**config.mk**
```make
export PLATFORM = sky130hd
export DESIGN_NAME = operand_selector_flat
export DESIGN_NICKNAME = d
export VERILOG_FILES = /design/src/rtl/operand_selector_if.sv /design/src/rtl/operand_selector.sv /design/src/flat_wrapper.sv
export SDC_FILE = /design/constraint.sdc
export NUM_CORES = 1
export LEC_CHECK = 0
export CAP_MARGIN = 30
export CORE_UTILIZATION = 55
export CTS_CLUSTER_DIAMETER = 40
export DETAILED_ROUTE_END_ITERATION = 8
export PLACE_DENSITY = 0.81
export SLEW_MARGIN = 30
export SYNTH_ARGS = -nofsm -noshare
export SYNTH_HDL_FRONTEND = slang
export SYNTH_SLANG_ARGS = --single-unit
```
**constraint.sdc**
```tcl
create_clock -name clk -period 6.2 [get_ports clk]
set_input_delay 1.24 -clock clk [delete_from_list [all_inputs] [get_ports clk]]
set_output_delay 1.24 -clock clk [all_outputs]
set_load 0.05 [all_outputs]
```
**src/rtl/operand_selector_if.sv**
```systemverilog
// Request/operand bus between the control FSM, the matrix store and operand_selector.
// The master side is the control/store environment; the slave side is the selector.
interface operand_selector_if;
   localparam int unsigned ID_W   = 4;
   localparam int unsigned DIM_W  = 3;
   localparam int unsigned OP_W   = 3;
   localparam int unsigned SLOT_N = 16;

   logic              start_select;
   logic              manual_mode;
   logic [OP_W-1:0]   op_sel;
   logic [ID_W-1:0]   id_sw;
   logic              key_ok;
   logic [SLOT_N-1:0] valid_mask;
   logic [ID_W-1:0]   dim_rd_id;
   logic [DIM_W-1:0]  dim_rd_rows;
   logic [DIM_W-1:0]  dim_rd_cols;
   logic [ID_W-1:0]   selected_a;
   logic [ID_W-1:0]   selected_b;
   logic              select_done;
   logic              select_error;
   logic              busy;

   modport master (
      output start_select, manual_mode, op_sel, id_sw, key_ok, valid_mask,
             dim_rd_rows, dim_rd_cols,
      input  dim_rd_id, selected_a, selected_b, select_done, select_error, busy
   );

   modport slave (
      input  start_select, manual_mode, op_sel, id_sw, key_ok, valid_mask,
             dim_rd_rows, dim_rd_cols,
      output dim_rd_id, selected_a, selected_b, select_done, select_error, busy
   );
endinterface

```
**src/rtl/operand_selector.sv**
```systemverilog
// Picks one or two matrix operands (manually or by scanning the valid mask),
// reads their dimensions and checks them against the requested operation.
module operand_selector (
   input logic                clk,
   input logic                rst,
   operand_selector_if.slave  sel
);
   localparam int unsigned ID_W  = 4;
   localparam int unsigned DIM_W = 3;
   localparam int unsigned OP_W  = 3;
   localparam logic [ID_W-1:0] LAST_ID = ID_W'(15);

   typedef enum logic [3:0] {
      IDLE, PICK_A, PICK_B, SCAN_A, SCAN_B, RD_A, RD_B, CHECK, DONE, ERR
   } state_t;

   state_t            state_q, state_d;
   logic [OP_W-1:0]   op_q, op_d;
   logic [ID_W-1:0]   scan_q, scan_d;
   logic [ID_W-1:0]   sel_a_q, sel_a_d, sel_b_q, sel_b_d;
   logic [ID_W-1:0]   rd_id_q, rd_id_d;
   logic              rd_cnt_q, rd_cnt_d;
   logic [DIM_W-1:0]  rows_a_q, rows_a_d, cols_a_q, cols_a_d;
   logic [DIM_W-1:0]  rows_b_q, rows_b_d, cols_b_q, cols_b_d;
   logic              done_q, done_d, err_q, err_d, busy_q, busy_d;
   logic              binary_c;
   logic              dims_ok_c;

   assign binary_c = (op_q == OP_W'(1)) || (op_q == OP_W'(3));

   // Operation-specific dimension rule; unary ops only need nonzero dims
   always_comb begin
      dims_ok_c = (rows_a_q != '0) && (cols_a_q != '0) &&
                  (rows_b_q != '0) && (cols_b_q != '0);
      case (op_q)
         OP_W'(1): dims_ok_c = dims_ok_c && (rows_a_q == rows_b_q) && (cols_a_q == cols_b_q);
         OP_W'(3): dims_ok_c = dims_ok_c && (cols_a_q == rows_b_q);
         default:  dims_ok_c = dims_ok_c;
      endcase
   end

   // Next-state and next-register values
   always_comb begin
      state_d  = state_q;
      op_d     = op_q;
      scan_d   = scan_q;
      sel_a_d  = sel_a_q;
      sel_b_d  = sel_b_q;
      rd_cnt_d = 1'b0;
      rows_a_d = rows_a_q;
      cols_a_d = cols_a_q;
      rows_b_d = rows_b_q;
      cols_b_d = cols_b_q;

      case (state_q)
         PICK_A: if (sel.key_ok) begin
            sel_a_d = sel.id_sw;
            if (!sel.valid_mask[sel.id_sw]) state_d = ERR;
            else if (binary_c)               state_d = PICK_B;
            else begin
               sel_b_d = sel.id_sw;
               state_d = RD_A;
            end
         end
         PICK_B: if (sel.key_ok) begin
            sel_b_d = sel.id_sw;
            state_d = sel.valid_mask[sel.id_sw] ? RD_A : ERR;
         end
         SCAN_A: begin
            if (sel.valid_mask[scan_q]) begin
               sel_a_d = scan_q;
               if (!binary_c) begin
                  sel_b_d = scan_q;
                  state_d = RD_A;
               end else if (scan_q == LAST_ID) begin
                  state_d = ERR;
               end else begin
                  scan_d  = scan_q + ID_W'(1);
                  state_d = SCAN_B;
               end
            end else if (scan_q == LAST_ID) begin
               state_d = ERR;
            end else begin
               scan_d = scan_q + ID_W'(1);
            end
         end
         SCAN_B: begin
            if (sel.valid_mask[scan_q]) begin
               sel_b_d = scan_q;
               state_d = RD_A;
            end else if (scan_q == LAST_ID) begin
               state_d = ERR;
            end else begin
               scan_d = scan_q + ID_W'(1);
            end
         end
         // Dimensions arrive one cycle after the address, so latch on the 2nd cycle
         RD_A: begin
            if (rd_cnt_q) begin
               rows_a_d = sel.dim_rd_rows;
               cols_a_d = sel.dim_rd_cols;
               state_d  = RD_B;
            end else begin
               rd_cnt_d = 1'b1;
            end
         end
         RD_B: begin
            if (rd_cnt_q) begin
               rows_b_d = sel.dim_rd_rows;
               cols_b_d = sel.dim_rd_cols;
               state_d  = CHECK;
            end else begin
               rd_cnt_d = 1'b1;
            end
         end
         CHECK:   state_d = dims_ok_c ? DONE : ERR;
         default: state_d = state_q;
      endcase

      // A new request aborts whatever is in progress
      if (sel.start_select) begin
         op_d     = sel.op_sel;
         scan_d   = '0;
         rd_cnt_d = 1'b0;
         if (sel.op_sel[OP_W-1])   state_d = ERR;
         else if (sel.manual_mode) state_d = PICK_A;
         else                      state_d = SCAN_A;
      end

      rd_id_d = (state_d == RD_A) ? sel_a_d :
                (state_d == RD_B) ? sel_b_d : '0;
      done_d  = (state_d == DONE);
      err_d   = (state_d == ERR);
      busy_d  = !((state_d == IDLE) || (state_d == DONE) || (state_d == ERR));
   end

   always_ff @(posedge clk) begin
      if (rst) begin
         state_q  <= IDLE;
         op_q     <= '0;
         scan_q   <= '0;
         sel_a_q  <= '0;
         sel_b_q  <= '0;
         rd_id_q  <= '0;
         rd_cnt_q <= 1'b0;
         rows_a_q <= '0;
         cols_a_q <= '0;
         rows_b_q <= '0;
         cols_b_q <= '0;
         done_q   <= 1'b0;
         err_q    <= 1'b0;
         busy_q   <= 1'b0;
      end else begin
         state_q  <= state_d;
         op_q     <= op_d;
         scan_q   <= scan_d;
         sel_a_q  <= sel_a_d;
         sel_b_q  <= sel_b_d;
         rd_id_q  <= rd_id_d;
         rd_cnt_q <= rd_cnt_d;
         rows_a_q <= rows_a_d;
         cols_a_q <= cols_a_d;
         rows_b_q <= rows_b_d;
         cols_b_q <= cols_b_d;
         done_q   <= done_d;
         err_q    <= err_d;
         busy_q   <= busy_d;
      end
   end

   assign sel.dim_rd_id    = rd_id_q;
   assign sel.selected_a   = sel_a_q;
   assign sel.selected_b   = sel_b_q;
   assign sel.select_done  = done_q;
   assign sel.select_error = err_q;
   assign sel.busy         = busy_q;
endmodule
```
**src/flat_wrapper.sv**
```systemverilog
// flat-port wrapper written by rule: the top's interface ports become plain ports
module operand_selector_flat 
  (clk, rst, sel_start_select, sel_manual_mode, sel_op_sel, sel_id_sw, sel_key_ok, sel_valid_mask, sel_dim_rd_rows, sel_dim_rd_cols, sel_dim_rd_id, sel_selected_a, sel_selected_b, sel_select_done, sel_select_error, sel_busy);
  operand_selector_if sel_i ();
  input logic clk;
  input logic rst;
  input wire logic [$bits(sel_i.start_select)-1:0] sel_start_select;
  input wire logic [$bits(sel_i.manual_mode)-1:0] sel_manual_mode;
  input wire logic [$bits(sel_i.op_sel)-1:0] sel_op_sel;
  input wire logic [$bits(sel_i.id_sw)-1:0] sel_id_sw;
  input wire logic [$bits(sel_i.key_ok)-1:0] sel_key_ok;
  input wire logic [$bits(sel_i.valid_mask)-1:0] sel_valid_mask;
  input wire logic [$bits(sel_i.dim_rd_rows)-1:0] sel_dim_rd_rows;
  input wire logic [$bits(sel_i.dim_rd_cols)-1:0] sel_dim_rd_cols;
  output wire logic [$bits(sel_i.dim_rd_id)-1:0] sel_dim_rd_id;
  output wire logic [$bits(sel_i.selected_a)-1:0] sel_selected_a;
  output wire logic [$bits(sel_i.selected_b)-1:0] sel_selected_b;
  output wire logic [$bits(sel_i.select_done)-1:0] sel_select_done;
  output wire logic [$bits(sel_i.select_error)-1:0] sel_select_error;
  output wire logic [$bits(sel_i.busy)-1:0] sel_busy;
  assign sel_i.start_select = sel_start_select;
  assign sel_i.manual_mode = sel_manual_mode;
  assign sel_i.op_sel = sel_op_sel;
  assign sel_i.id_sw = sel_id_sw;
  assign sel_i.key_ok = sel_key_ok;
  assign sel_i.valid_mask = sel_valid_mask;
  assign sel_i.dim_rd_rows = sel_dim_rd_rows;
  assign sel_i.dim_rd_cols = sel_dim_rd_cols;
  assign sel_dim_rd_id = sel_i.dim_rd_id;
  assign sel_selected_a = sel_i.selected_a;
  assign sel_selected_b = sel_i.selected_b;
  assign sel_select_done = sel_i.select_done;
  assign sel_select_error = sel_i.select_error;
  assign sel_busy = sel_i.busy;
  operand_selector u_core (.clk(clk), .rst(rst), .sel(sel_i));
endmodule
```
==> impl_metrics.yaml <==
yosys:
  postSynthNetCount: 357
  synthTopCellsByCount: "sky130_fd_sc_hd__nor2_1 (44), sky130_fd_sc_hd__dfxtp_1 (39), sky130_fd_sc_hd__nand2_1 (29), sky130_fd_sc_hd__mux2i_1 (28), sky130_fd_sc_hd__a21oi_1 (20)"
  top_area_cell_type_share_of_the_netlist_area_pct: 29.1
  syn_area_sq_um: 2690
  syn-mean-instance-area_sq_um: 8.34
  leading_cell_type_by_number_of_instances_after_synthesis: "sky130_fd_sc_hd__nor2_1"
  synth_cells: 322
  seq_area_frac_synth_pct: 29.1
  ys_async_sr_fraction_pct: 0
  post-synth-top-area-cell: "sky130_fd_sc_hd__dfxtp_1"
  synth_edf_count: 0
  yosys_most_used_dff: "sky130_fd_sc_hd__dfxtp_1"
  count_of_unique_library_cells_instantiated_by_yosys: 58
  synth_top_cells_by_area: "sky130_fd_sc_hd__dfxtp_1 (29%), sky130_fd_sc_hd__mux2i_1 (10%), sky130_fd_sc_hd__nor2_1 (6.1%)"
  synth-warning-count: 0
  yosys_register_bits: 39
clocking:
  cts.path.max_buffers: 2
  ctsRootBufferMaster: "sky130_fd_sc_hd__clkbuf_8"
  clock_latency_ps: 300
  cts_setup_buffers: 0
  cts_tree: "done"
  cts-buffers-inserted: 5
  htree_levels: 2
  cts_resized: 0
  cts_num_sinks: 39
  clk_transition_reported_paths_ps: 80
  hold_fix_buffers_cts: 0
finish:
  num_antenna_cells: 0
  drive_gt1_share_pct: 8.71
  postLayoutCellArea_sq_um: 3290
  layout-area-overhead-vs-synth_pct: 22.4
  finish.net_count: 390
  layout.filler_cells: 389
sta:
  timing.final.max_slew_violations: 0
  worst_margin_slew_ps: 734
  final_min_period_over_clock_period_pct: 63.7
  finalHoldViolCount: 0
  finalCriticalPeriod_ps: 3950
  post_route_setup_tns_ps: 0
  max_clock_freq_ghz: 0.253
  setup_ws_ps: 2250
  rsz0062_at_grt: "no"
  setup_viol_count_final: 0
  slew_headroom_pct: 50.7
  finClkSkew_ps: 8.28
drt:
  detailroute.via_count: 2553
  detail_route.wirelength_microns: 6710
  route.detailed.drc: 0
  final_antenna_net_count: 0
  first_iter_violations: 211
  detailedRoute.firstPassIterationCount: 4
  routedWlPerCell_microns: 15.9
  post_drt_via_cell_ratio: 6.04
floorplanning:
  row_count: 25
  die_h_microns: 71.9
  initial_utilization_pct: 56.9
  number_of_top_level_pins: 49
  core_region_area_sq_um: 4720
  die_w_microns: 71.9
  die-area_sq_um: 5170
placement:
  place.gp.congestion: 0.973
  pre_cts_ws_ps: 1660
  placement.cell_area_sq_um: 3160
  placement.io_buffers: 48
  hpwl_after_dpl_microns: 5130
worst_setup_path:
  timing.critical_path.arrival_ps: 4180
  path_class: "in2reg"
  rr_worst_depth: 7
  crit_required_ps: 6430
  crit_path_end_kind: "flip-flop"
  worstReg2RegStart: "u_core.scan_q[0]$_SDFFE_PP0P_"
  critical_path.startpoint_type: "input port"
  worst_r2r_endpoint: "u_core.sel.busy$_SDFF_PP0_"
  reg2reg_setup_slack_ps: 2810
  critical_path_peak_fanout: 9
worst_hold_path:
  worst_hold_path_stage_count: 1
  worstHoldPathType: "reg2reg"
  hold-path-endpoint: "u_core.rd_cnt_q$_SDFF_PP0_"
  worst_hold_startpoint: "u_core.rd_cnt_q$_SDFF_PP0_"
grt:
  grt_util_all_layers_pct: 28.1
  wire_length_of_the_first_global_routing_pass_microns: 11300
  grt_pass1_vias: 2342
  grt-ovfl-total: 0
  antenna_violations_before_repair: 0
  grt_max_degree: 36
power_and_ir_drop:
  pwr_density_cell_nw_per_um2: 214
  power.ir.vdd_worst_mv: 0.158
  total_power_mw: 0.704
  power_leakage_nw: 1.12
flow_run:
  cap_viol_max_count: 0
status:
  run_status: "complete, no violations"
-- placed cells by master (no fill, tap or decap), types with 2 or more instances in the layout --
master,netlist,final
sky130_fd_sc_hd__o21ai_0,6,6
sky130_fd_sc_hd__a22oi_1,3,3
sky130_fd_sc_hd__a21oi_1,20,20
sky130_fd_sc_hd__mux2_2,3,3
sky130_fd_sc_hd__buf_4,2,2
sky130_fd_sc_hd__nor3_1,3,3
sky130_fd_sc_hd__nor2_1,44,44
sky130_fd_sc_hd__and2_1,3,3
sky130_fd_sc_hd__nor4_1,2,2
sky130_fd_sc_hd__nand4b_1,5,5
sky130_fd_sc_hd__nand3b_1,4,4
sky130_fd_sc_hd__xor2_1,4,4
sky130_fd_sc_hd__xnor2_1,9,9
sky130_fd_sc_hd__nand2b_1,2,2
sky130_fd_sc_hd__a221oi_1,2,2
sky130_fd_sc_hd__o211ai_1,4,4
sky130_fd_sc_hd__nand2_1,29,29
sky130_fd_sc_hd__inv_1,3,3
sky130_fd_sc_hd__o31ai_1,3,3
sky130_fd_sc_hd__dfxtp_1,39,39
sky130_fd_sc_hd__o21ai_1,3,3
sky130_fd_sc_hd__o21a_1,3,3
sky130_fd_sc_hd__nand3_1,9,9
sky130_fd_sc_hd__a31oi_1,3,3
sky130_fd_sc_hd__nor2b_1,13,13
sky130_fd_sc_hd__and3_1,6,6
sky130_fd_sc_hd__a311oi_2,3,3
sky130_fd_sc_hd__clkbuf_8,0,6
sky130_fd_sc_hd__mux2i_1,28,28
sky130_fd_sc_hd__clkdlybuf4s50_1,0,48
sky130_fd_sc_hd__nand4_1,6,6
sky130_fd_sc_hd__mux2_4,4,4
sky130_fd_sc_hd__a211oi_2,1,2
sky130_fd_sc_hd__a311oi_1,4,4
sky130_fd_sc_hd__mux4_2,4,4
-- worst max-delay path by stage --
stage	start	end
floorplan	sel_id_sw[0]	u_core.sel.busy$_SDFF_PP0_
global placement	sel_valid_mask[7]	u_core.sel.busy$_SDFF_PP0_
detailed placement	sel_valid_mask[7]	u_core.sel.busy$_SDFF_PP0_
CTS	sel_valid_mask[7]	u_core.sel.busy$_SDFF_PP0_
global route	sel_valid_mask[7]	u_core.sel.dim_rd_id[2]$_SDFF_PP0_
finish	sel_id_sw[0]	u_core.sel.dim_rd_id[0]$_SDFF_PP0_
-- worst max-delay path, cell delays in order --
cell and delay (ps):
sky130_fd_sc_hd__clkdlybuf4s50_1 790, sky130_fd_sc_hd__mux4_2 580, sky130_fd_sc_hd__mux2_4 300, sky130_fd_sc_hd__a32oi_4 280
sky130_fd_sc_hd__nor2_2 130, sky130_fd_sc_hd__mux2_4 320, sky130_fd_sc_hd__a311oi_2 290, sky130_fd_sc_hd__nand3_1 110
sky130_fd_sc_hd__a21oi_1 140
-- cells by family after synthesis --
family / count (synthesis) / synth area share [%]
xor gates and xnor gates: 13 / 4.24
AOI/OAI and AO/OA: 66 / 18.3
and+or+nand+nor: 135 / 25.4
adders and majority gates: 2 / 0.838
buffers and inverters: 27 / 4.52
DFF: 39 / 29.1
muxes: 40 / 17.7
-- through the flow --
| stage | utilization, % | hold WS, ps | std cells |
|---|---|---|---|
| 2_1_floorplan | - | 430 | 322 |
| 3_3_place_gp | 66.9 | 450 | 415 |
| 3_5_place_dp | 66.9 | 458 | 415 |
| 4_1_cts | 69.5 | 464 | 423 |
| 5_1_grt | 69.6 | 499 | 423 |
| 6_report | 69.6 | 464 | 423 |
-- flip-flops by register name, indices dropped and copies added, names as in the netlist --
register,count
u_core.sel.select_done,1
u_core.rows_a_q,3
u_core.scan_q,4
u_core.sel.selected_a,4
u_core.sel.select_error,1
u_core.sel.dim_rd_id,4
u_core.state_q,4
u_core.rows_b_q,3
u_core.op_q,3
u_core.rd_cnt_q,1
u_core.cols_a_q,3
u_core.cols_b_q,3
u_core.sel.selected_b,4
u_core.sel.busy,1
-- area by class of cell --
| cell class | count | area [sq um] | area share [%] |
|---|---|---|---|
| Multi-Input combinational cell | 256 | 1800 | 54.6 |
| Sequential cell | 39 | 781 | 23.7 |
| Timing Repair Buffer | 50 | 495 | 15.1 |
| Tap cell | 67 | 83.8 | 2.55 |
| Clock buffer | 6 | 82.6 | 2.51 |
| Clock inverter | 2 | 38.8 | 1.18 |
| Inverter | 3 | 11.3 | 0.342 |
-- where the power goes --
part	switching, mW	internal, mW
logic	0.112	0.0839
clock network	0.0963	0.132
registers	0.0176	0.262
total	0.226	0.478
-- per-layer routing --
metal  track usage [%]  vias to the layer above  share of wire, %
li1                  -                     1244                 -
met1              35.9                     1193                42
met2              46.1                       96                48
met3              5.91                       20               5.8
met4              12.0                        0               3.4
met5                 0                        -                 0
Note: power is estimated with default switching activity, not from simulation.
